File: config.mk
export PLATFORM = sky130hd
export DESIGN_NAME = drv_segment_scan
export DESIGN_NICKNAME = d
export VERILOG_FILES = /design/src/rtl/drv_segment_scan.sv
export SDC_FILE = /design/constraint.sdc
export NUM_CORES = 1
export LEC_CHECK = 0
export ABC_AREA = 1
export CORE_MARGIN = 2
export CORE_UTILIZATION = 45
export CTS_CLUSTER_SIZE = 24
export DETAILED_ROUTE_END_ITERATION = 16
export PLACE_DENSITY_LB_ADDON = 0.2
export SYNTH_ARGS = -nofsm -noshare
export SYNTH_HDL_FRONTEND = slang
export SYNTH_SLANG_ARGS = --single-unit
File: constraint.sdc
create_clock -name i_clk -period 2.47 [get_ports i_clk]
set_input_delay 0.247 -clock i_clk [delete_from_list [all_inputs] [get_ports i_clk]]
set_output_delay 0.247 -clock i_clk [all_outputs]
set_load 0.02 [all_outputs]
File: src/rtl/drv_segment_scan.sv
// drv_segment_scan: multiplexed 7-segment scan with a guard gap between digits.
// Optional leading-zero suppression when DRV_SEGMENT_SCAN_LZ_EN is defined.
module drv_segment_scan #(
    parameter int DIGITS    = 8,
    parameter int CLK_DIV   = 100000,
    parameter int GUARD_CYC = 4
) (
    input  logic                  i_clk,
    input  logic                  i_rst,
    input  logic [4*DIGITS-1:0]   i_val,
    input  logic                  i_upd,
    input  logic [DIGITS-1:0]     i_blank,
    output logic [4:0]            o_val,
    output logic [DIGITS-1:0]     o_anode,
    output logic                  o_frame
);

    localparam int PM1 = (CLK_DIV > GUARD_CYC) ? CLK_DIV : GUARD_CYC;
    localparam int PMX = (PM1 > 2) ? PM1 : 2;
    localparam int PW  = $clog2(PMX);
    localparam int IW  = $clog2((DIGITS > 2) ? DIGITS : 2);
    localparam int GL  = ((GUARD_CYC > 0) ? GUARD_CYC : 1) - 1;

    localparam logic [PW-1:0] PRE_LAST = PW'(CLK_DIV - 1);
    localparam logic [PW-1:0] GRD_LAST = PW'(GL);
    localparam logic [IW-1:0] IDX_LAST = IW'(DIGITS - 1);

    localparam logic [0:0] ST_SCAN  = 1'b0;
    localparam logic [0:0] ST_GUARD = 1'b1;

    logic [0:0]          state_q, state_d;
    logic [IW-1:0]       idx_q, idx_d;
    logic [PW-1:0]       pre_q, pre_d;
    logic [4*DIGITS-1:0] shadow_q, shadow_d;
    logic [DIGITS-1:0]   anode_q, anode_d;
    logic [4:0]          val_q, val_d;
    logic                frame_q, frame_d;

    logic [DIGITS-1:0]   blank_eff;
    logic [3:0]          cur_nib;
    logic                cur_blk;
    logic [IW-1:0]       idx_next;

`ifdef DRV_SEGMENT_SCAN_LZ_EN
    logic [DIGITS-1:0]   lz_supp;

    // Leading zeros from the top digit down are dark; digit 0 always shows.
    always_comb begin
        logic run;
        lz_supp = '0;
        run     = 1'b1;
        for (int k = DIGITS - 1; k >= 1; k--) begin
            run        = run & (shadow_q[4*k +: 4] == 4'h0);
            lz_supp[k] = run;
        end
        blank_eff = i_blank | lz_supp;
    end
`else
    // Without suppression only the live blank mask darkens a digit.
    always_comb begin
        blank_eff = i_blank;
    end
`endif

    // Pick the nibble and blank flag of the digit currently scanned.
    always_comb begin
        cur_nib = 4'h0;
        cur_blk = 1'b0;
        for (int k = 0; k < DIGITS; k++) begin
            if (idx_q == IW'(k)) begin
                cur_nib = shadow_q[4*k +: 4];
                cur_blk = blank_eff[k];
            end
        end
    end

    // Scan FSM: lit period, optional guard gap, then advance the index.
    always_comb begin
        idx_next = (idx_q == IDX_LAST) ? '0 : idx_q + 1'b1;
        state_d  = state_q;
        idx_d    = idx_q;
        pre_d    = pre_q + 1'b1;
        case (state_q)
            ST_SCAN: begin
                if (pre_q == PRE_LAST) begin
                    pre_d = '0;
                    if (GUARD_CYC == 0) begin
                        idx_d = idx_next;
                    end else begin
                        state_d = ST_GUARD;
                    end
                end
            end
            ST_GUARD: begin
                if (pre_q == GRD_LAST) begin
                    pre_d   = '0;
                    state_d = ST_SCAN;
                    idx_d   = idx_next;
                end
            end
            default: begin
                state_d = ST_SCAN;
                pre_d   = '0;
            end
        endcase
        shadow_d = i_upd ? i_val : shadow_q;
    end

    // Output decode from the present state; registered one cycle later.
    always_comb begin
        anode_d = '1;
        val_d   = 5'h10;
        frame_d = 1'b0;
        if (state_q == ST_SCAN) begin
            if (!cur_blk) begin
                anode_d = ~(DIGITS'(1) << idx_q);
                val_d   = {1'b0, cur_nib};
            end
            frame_d = (idx_q == IDX_LAST) && (pre_q == PRE_LAST);
        end
    end

    // State, shadow and output registers with asynchronous reset.
    always_ff @(posedge i_clk or posedge i_rst) begin
        if (i_rst) begin
            state_q  <= ST_SCAN;
            idx_q    <= '0;
            pre_q    <= '0;
            shadow_q <= '0;
            anode_q  <= '1;
            val_q    <= 5'h10;
            frame_q  <= 1'b0;
        end else begin
            state_q  <= state_d;
            idx_q    <= idx_d;
            pre_q    <= pre_d;
            shadow_q <= shadow_d;
            anode_q  <= anode_d;
            val_q    <= val_d;
            frame_q  <= frame_d;
        end
    end

    assign o_val   = val_q;
    assign o_anode = anode_q;
    assign o_frame = frame_q;

endmodule

==> results by group, run 1 <==
Critical path
  • CP Cell Sequence: inv_1 -> ha_1 -> inv_2 -> nor2_2 -> nand2_1 -> nand3_1 -> nand2_1 -> nand2_1 -> nand2_1 -> nand2_1 -> nand2_2 -> nand2_1 -> nor2_1
  • WP data arrival: 2100 ps
  • Setup crit start kind: register
  • WP buf/inv: 2
  • CP max-delay cell: dfrtp_1
  • CP max stage delay: 410 ps
  • Critical Path RT: 2710 ps
  • Crit-path most repeated cell: nand2_1
  • Crit-path max FO: 12
  • Critical path type: reg -> reg
  • Crit. End Element: register
  • CP delay by family, top: simple AND/OR/NAND/NOR gates

GRT
  • Initial antenna violation count: 0
  • Vias in the first global route: 2781
  • First-pass GRT wire length: 12.72 mm
  • Largest net degree at the start of global routing: 68
  • Total Routing Usage GR: 18.95%
  • Gr ovfl total: 0

Synthesis
  • Yosys warns: 0
  • Seq cells post-synth: 67
  • Sequential share of the synthesized area: 49.27%
  • Synthesized area: 3426 um^2
  • Library cells used by synthesis: 28
  • Syn Nets: 472
  • Mapped Cells: 422
  • Mean Syn Cell Area: 8.118 um^2

Route
  • Wire per inst: 12.66 um
  • Number of vias per cell: 4.860
  • Initial DRC count: 143
  • DRC: 0
  • TritonRoute pass-1 iters: 4
  • Routed Antenna Nets: 0
  • WL final: 7.395 mm
  • Via count: 2838

Placement
  • Routability Congestion: 0.9162
  • Hpwl dp: 5.520 mm
  • # placed instances: 568
  • Port bufs: 56
  • Pre-CTS setup slack: 605.8 ps

Pwr
  • P_leak: 0.002027 uW
  • Peak VDD IR: 0.3155 mV
  • PD cells: 563.2 nW/um^2
  • Overall Power: 2423 uW

Clocking
  • # resized after CTS: 0
  • Total CTS buffers: 9
  • Clk pin slew, worst setup/hold paths: 70 ps
  • CTS Buffer Depth: 2
  • Post-CTS setup buffers: 0
  • Clk_lat worst skew: 340 ps
  • Root Driver: clkbuf_8
  • CTS sink cnt: 67
  • TritonCTS clock tree: done
  • Hold Buf Count CTS: 0
  • H-tree depth: 3

Flow run
  • Max Cap Violations: 0

Final layout
  • Commonest non-fill, non-tap cell in the layout: nand2_1
  • Most frequent cells in the layout: 98 x nand2_1, 73 x inv_1, 58 x dfrtp_1
  • Layout cell share with drive strength beyond 1: 11.55%
  • Nets@finish: 530
  • Post-route non-filler standard cell count: 584
  • Seq. cell area: 1688 um^2
  • Number of diodes: 0
  • P&R area growth vs syn: 25.57%
  • FILL cells: 649
  • Area of the multi-input gates: 1376 um^2

Run status
  • Status: completed

STA
  • Max-slew headroom: 59.56%
  • Sum Neg Setup Slack: 0 ps
  • Final Hold Fails: 0
  • Worst clock skew: 6.879 ps
  • Worst-Margin Slew: 606.5 ps
  • Period utilization: 75.62%
  • Post-layout min period: 1868 ps
  • FMAX: 535.4 MHz
  • RSZ-0062 raised after global routing: no
  • Final worst slack: 602.2 ps
  • Pins over their slew limit: 0
  • Hold Slack: 295.2 ps
  • Setup-failing EPs final: 0

Die
  • Area of the die: 8327 um^2
  • Initial core utilization: 46.73%
  • DIE WIDTH: 91.25 um
  • Die Y: 91.25 um
  • Rows: 31
  • Boundary Pins: 57
  • Core area: 7331 um^2

Hold path
  • Tightest Hold Check Type: in -> async
through the flow:
stage	utilization, %	instance area [um^2]
floorplan	-	3426
global placement	55.57	4074
detailed placement	55.57	4074
CTS	58.68	4302
global route	58.68	4302
finish	58.68	4302
final timing paths:
check	from	end	slack [ps]	cells past startpoint
max	idx_q[1]	o_val[3]	600	13
min	i_rst	shadow_q[31]	300	3
max reg2reg	idx_q[1]	o_val[3]	600	13
min reg2reg	pre_q[0]	pre_q[0]	460	1
max in group asynchronous	i_rst	o_anode[3]	1860	3
min in group i_clk	i_upd	shadow_q[15]	440	3
synthesized netlist by cell type:
master / count / area [um^2]
nor4_1: 4 / 25.02
nand2_4: 1 / 11.26
mux2_2: 7 / 78.83
clkbuf_2: 1 / 5.000
nand3_1: 22 / 110.1
clkbuf_1: 7 / 26.28
nand2_1: 98 / 367.9
nor4_2: 2 / 25.02
dfstp_2: 9 / 236.5
nand3_2: 2 / 20.02
inv_1: 74 / 277.8
xor2_1: 9 / 78.83
nor2_1: 24 / 90.09
buf_6: 2 / 22.52
nor2_2: 7 / 43.79
ha_1: 7 / 87.58
nor3_1: 8 / 40.04
inv_2: 3 / 11.26
a21oi_1: 14 / 70.07
nand2_2: 2 / 12.51
o21ai_0: 42 / 210.2
inv_4: 1 / 6.260
nand4_1: 12 / 75.07
buf_4: 1 / 7.510
buf_2: 1 / 5.000
o21ai_1: 2 / 10.01
dfrtp_1: 58 / 1451
nor3_2: 2 / 20.02
state kept, by name (all words and copies together) (netlist names):
name	flops
state_q	1
shadow_q	32
o_anode	8
o_frame	1
pre_q	17
o_val	5
idx_q	3
cell families after synthesis:
family                   after synthesis  synth area share, %
adder cells (fa/ha/maj)                7                2.556
XOR/XNOR                               9                2.301
flip-flops                            67                49.27
buffers and inverters                 90                10.56
AO/OA/AOI/OAI                         58                8.473
AND/OR/NAND/NOR                      184                24.54
multiplexers                           7                2.301
tightest hold or removal path, cell delays in order:
cell and delay (ps):
clkdlybuf4s50_1 410, inv_2 70, buf_12 300
power breakdown:
part	switching, uW	internal [uW]	total [uW]
logic	112	111	224
registers	18.8	1150	1170
clock network	406	622	1030
area by class of cell:
| class | instances | area share, % |
|---|---|---|
| Inverter | 78 | 6.864 |
| Tap cell | 99 | 2.880 |
| Sequential cell | 67 | 39.24 |
| Multi-Input combinational cell | 265 | 32.00 |
| Timing Repair Buffer | 59 | 13.73 |
| Clock inverter | 4 | 1.687 |
| Clock buffer | 12 | 3.607 |
layer usage:
metal	vias up	routed length (um)	track usage [%]	part of all wire, %
met5	-	0	0	0
li1	1441	-	-	-
met1	1323	3634	26.30	49
met4	0	89	5.682	1.2
met2	64	3357	29.32	45
met3	10	314	4.896	4.2
Power figures use the tool's default switching activity.
==> run 2: changes to the inputs <==
clock period = 1.5 ns   (was 2.47 ns; I/O delays follow)
==> run 2 against run 1 <==
Against the previous run: the flow now finishes with violations (negative setup slack); non-clock buffer count grew 57; critical endpoint is now o_anode[5]; fmax rose by 12%; critical path type unchanged; highest routed layer unchanged; worst setup slack got worse by 770 ps; power is 64% higher.
==> results by group, run 2 (synthesis gave the netlist of run 1 again) <==
Clocking
  • CTS sink cnt: 67 (unchanged)
  • H-tree depth: 3 (unchanged)
  • Root Driver: clkbuf_8
  • CTS Buffer Depth: 2 (unchanged)
  • Total CTS buffers: 9 (unchanged)
  • Hold Buf Count CTS: 0 (unchanged)
  • TritonCTS clock tree: done
  • Clk_lat worst skew: 340 ps (about the same)
  • Clk pin slew, worst setup/hold paths: 80 ps (about the same)

Critical path
  • Reg2Reg Capture Point: o_anode[5]
  • R2R cell count: 13 (unchanged)
  • Crit-path max FO: 7 (-5)
  • Worst setup path end: o_anode[5]
  • R2R setup slack: -170 ps (-770 ps)
  • Critical R2R Launch: idx_q[1]
  • CP Launch Point: idx_q[1]
  • Critical Path RT: 1780 ps (-930 ps)
  • WP data arrival: 1940 ps (-160 ps)
  • Setup crit start kind: register
  • Critical path type: reg -> reg
  • Crit. End Element: register

Placement
  • Routability Congestion: 0.9152 (-0.11%)
  • Placed cell area: 4413 um^2 (+8.3%)
  • Pre-CTS setup slack: -187.9 ps (-793.7 ps)
  • Hpwl dp: 5.982 mm (+8.4%)
  • Port bufs: 56 (unchanged)

STA
  • Post-layout min period: 1665 ps (-202.5 ps)
  • Max-slew headroom: 74.51% (+15 points)
  • Worst clock skew: 11.42 ps (+4.544 ps)
  • Setup-failing EPs final: 13 (+13)
  • Period utilization: 111.0% (+35 points)
  • Final worst slack: -165.4 ps (-767.5 ps)
  • RSZ-0062 raised after global routing: yes
  • Pins over their slew limit: 0 (unchanged)
  • FMAX: 600.5 MHz (+12%)
  • Worst-Margin Slew: 382.3 ps (-224.2 ps)
  • Final Hold Fails: 0 (unchanged)

Route
  • Routed Antenna Nets: 0 (unchanged)
  • Via count: 3126 (+10%)
  • TritonRoute pass-1 iters: 4 (unchanged)
  • WL final: 8.641 mm (+17%)
  • DRC: 0 (unchanged)
  • Number of vias per cell: 4.877 (+0.35%)
  • Wire per inst: 13.48 um (+6.5%)
  • Initial DRC count: 171 (+20%)

GRT
  • Vias in the first global route: 2950 (+6.1%)
  • First-pass GRT wire length: 13.97 mm (+9.8%)
  • Total Routing Usage GR: 21.11% (+2.2 points)
  • Gr ovfl total: 0 (unchanged)
  • GR Util met3: 4.315% (-0.58 points)
  • Busiest metal layer after global routing: met2
  • Initial antenna violation count: 0 (unchanged)
  • Largest net degree at the start of global routing: 68 (unchanged)
  • M2 GR Usage: 33.15% (+3.8 points)
  • Met1 GRT Util: 28.31% (+2.0 points)

Pwr
  • PD cells: 776.4 nW/um^2 (+38%)
  • Clock Power Share: 41.1% (-1.3 points)
  • Psw: 934.9 uW (+74%)
  • P_leak: 0.002348 uW (+16%)
  • Switching Share: 23.57% (+1.4 points)
  • Peak VDD IR: 0.3718 mV (+18%)
  • Internal power: 3031 uW (+61%)
  • Seq pwr share: 48.7% (+0.4 points)
  • Gate power share: 10.2% (+1.0 points)

Flow run
  • Max Cap Violations: 0 (unchanged)

Final layout
  • Area of the multi-input gates: 1724 um^2 (+25%)
  • Max reg flops: 32 (unchanged)
  • Most frequent cells in the layout: 78 x nand2_1, 62 x inv_1, 51 x dfrtp_1
  • Finished Cell Area: 5107 um^2 (+19%)
  • Layout cell share with drive strength beyond 1: 35.06% (+24 points)
  • Number of diodes: 0 (unchanged)
  • Nets@finish: 587 (+11%)
  • Reg with most FFs: shadow_q
  • FILL cells: 570 (-12%)
  • Commonest non-fill, non-tap cell in the layout: nand2_1
  • P&R area growth vs syn: 49.09%
  • Seq. cell area: 1697 um^2 (+0.52%)

Die
  • Core area: 7331 um^2 (unchanged)
  • Rows: 31 (unchanged)
  • Die Y: 91.25 um (unchanged)
  • DIE WIDTH: 91.25 um (unchanged)
  • Initial core utilization: 46.73% (unchanged)
  • Area of the die: 8327 um^2 (unchanged)
  • Boundary Pins: 57 (unchanged)

Run status
  • Status: finished, violations left
  • Violated checks: negative setup slack

Hold path
  • Hold Path Depth: 3
  • Tightest Hold Check Type: in -> reg
## run 2: worst max-delay path, stage by stage, from the launching register on
cell	delay [ps]
dfrtp_2	460
inv_4	100
ha_4	170
inv_2	50
nor2_4	100
nand2_1	60
nand3_1	90
nand2_1	60
nand2_1	60
nand2_1	50
nand2_2	70
nand2_4	100
buf_12	160
nand3_2	50
## run 2: through the flow
stage / power, uW / hold WS [ps] / utilization [%] / setup TNS [ps] / instances
floorplan: 2140 / 266.8 / - / -133.0 / 422
global placement: 2340 / 495.9 / 60.20 / -1358 / 610
detailed placement: 2345 / 497.3 / 60.20 / -2525 / 610
CTS: 3973 / 236.4 / 65.92 / -1134 / 630
global route: 4122 / 269.3 / 69.67 / -3597 / 641
finish: 3966 / 241.7 / 69.67 / -1705 / 641
## run 2: area by class of cell
class,instances,area share (%)
multi-input cells,265,33.76
flip-flops and latches,67,33.22
repair buffers,116,20.50
inverters,78,6.002
clock buffers,11,2.572
well taps,99,2.425
clock inverters,5,1.519
## run 2: how the worst min path moves through the flow
| stage | startpoint | slack (ps) | to |
|---|---|---|---|
| floorplan | i_val[0] | 270 | shadow_q[0] |
| global placement | shadow_q[7] | 500 | shadow_q[7] |
| detailed placement | shadow_q[7] | 500 | shadow_q[7] |
| CTS | i_upd | 240 | shadow_q[1] |
| global route | i_upd | 270 | shadow_q[1] |
| finish | i_upd | 240 | shadow_q[1] |
## run 2: metal layers
| metal | share of wire, % | routed length [um] | vias up |
|---|---|---|---|
| met5 | 0 | 0 | - |
| met4 | 1.4 | 123 | 0 |
| met3 | 4.3 | 372 | 15 |
| met2 | 49 | 4262 | 82 |
| met1 | 45 | 3882 | 1468 |
| li1 | - | - | 1561 |
## run 2: what timing repair did
action,CTS,global route
buffers inserted,3,11
pin swaps,17,39
resized for setup,62,56
cloned,1,0
setup endpoints to repair,35,29
## run 2: power groups by stage
stage               Sequential, uW  Combinational (uW)  Clock (uW)
floorplan                     1960                 176           0
global placement              1960                 379           0
detailed placement            1960                 383           0
CTS                           1930                 402        1640
global route                  1940                 454        1730
finish                        1930                 406        1630
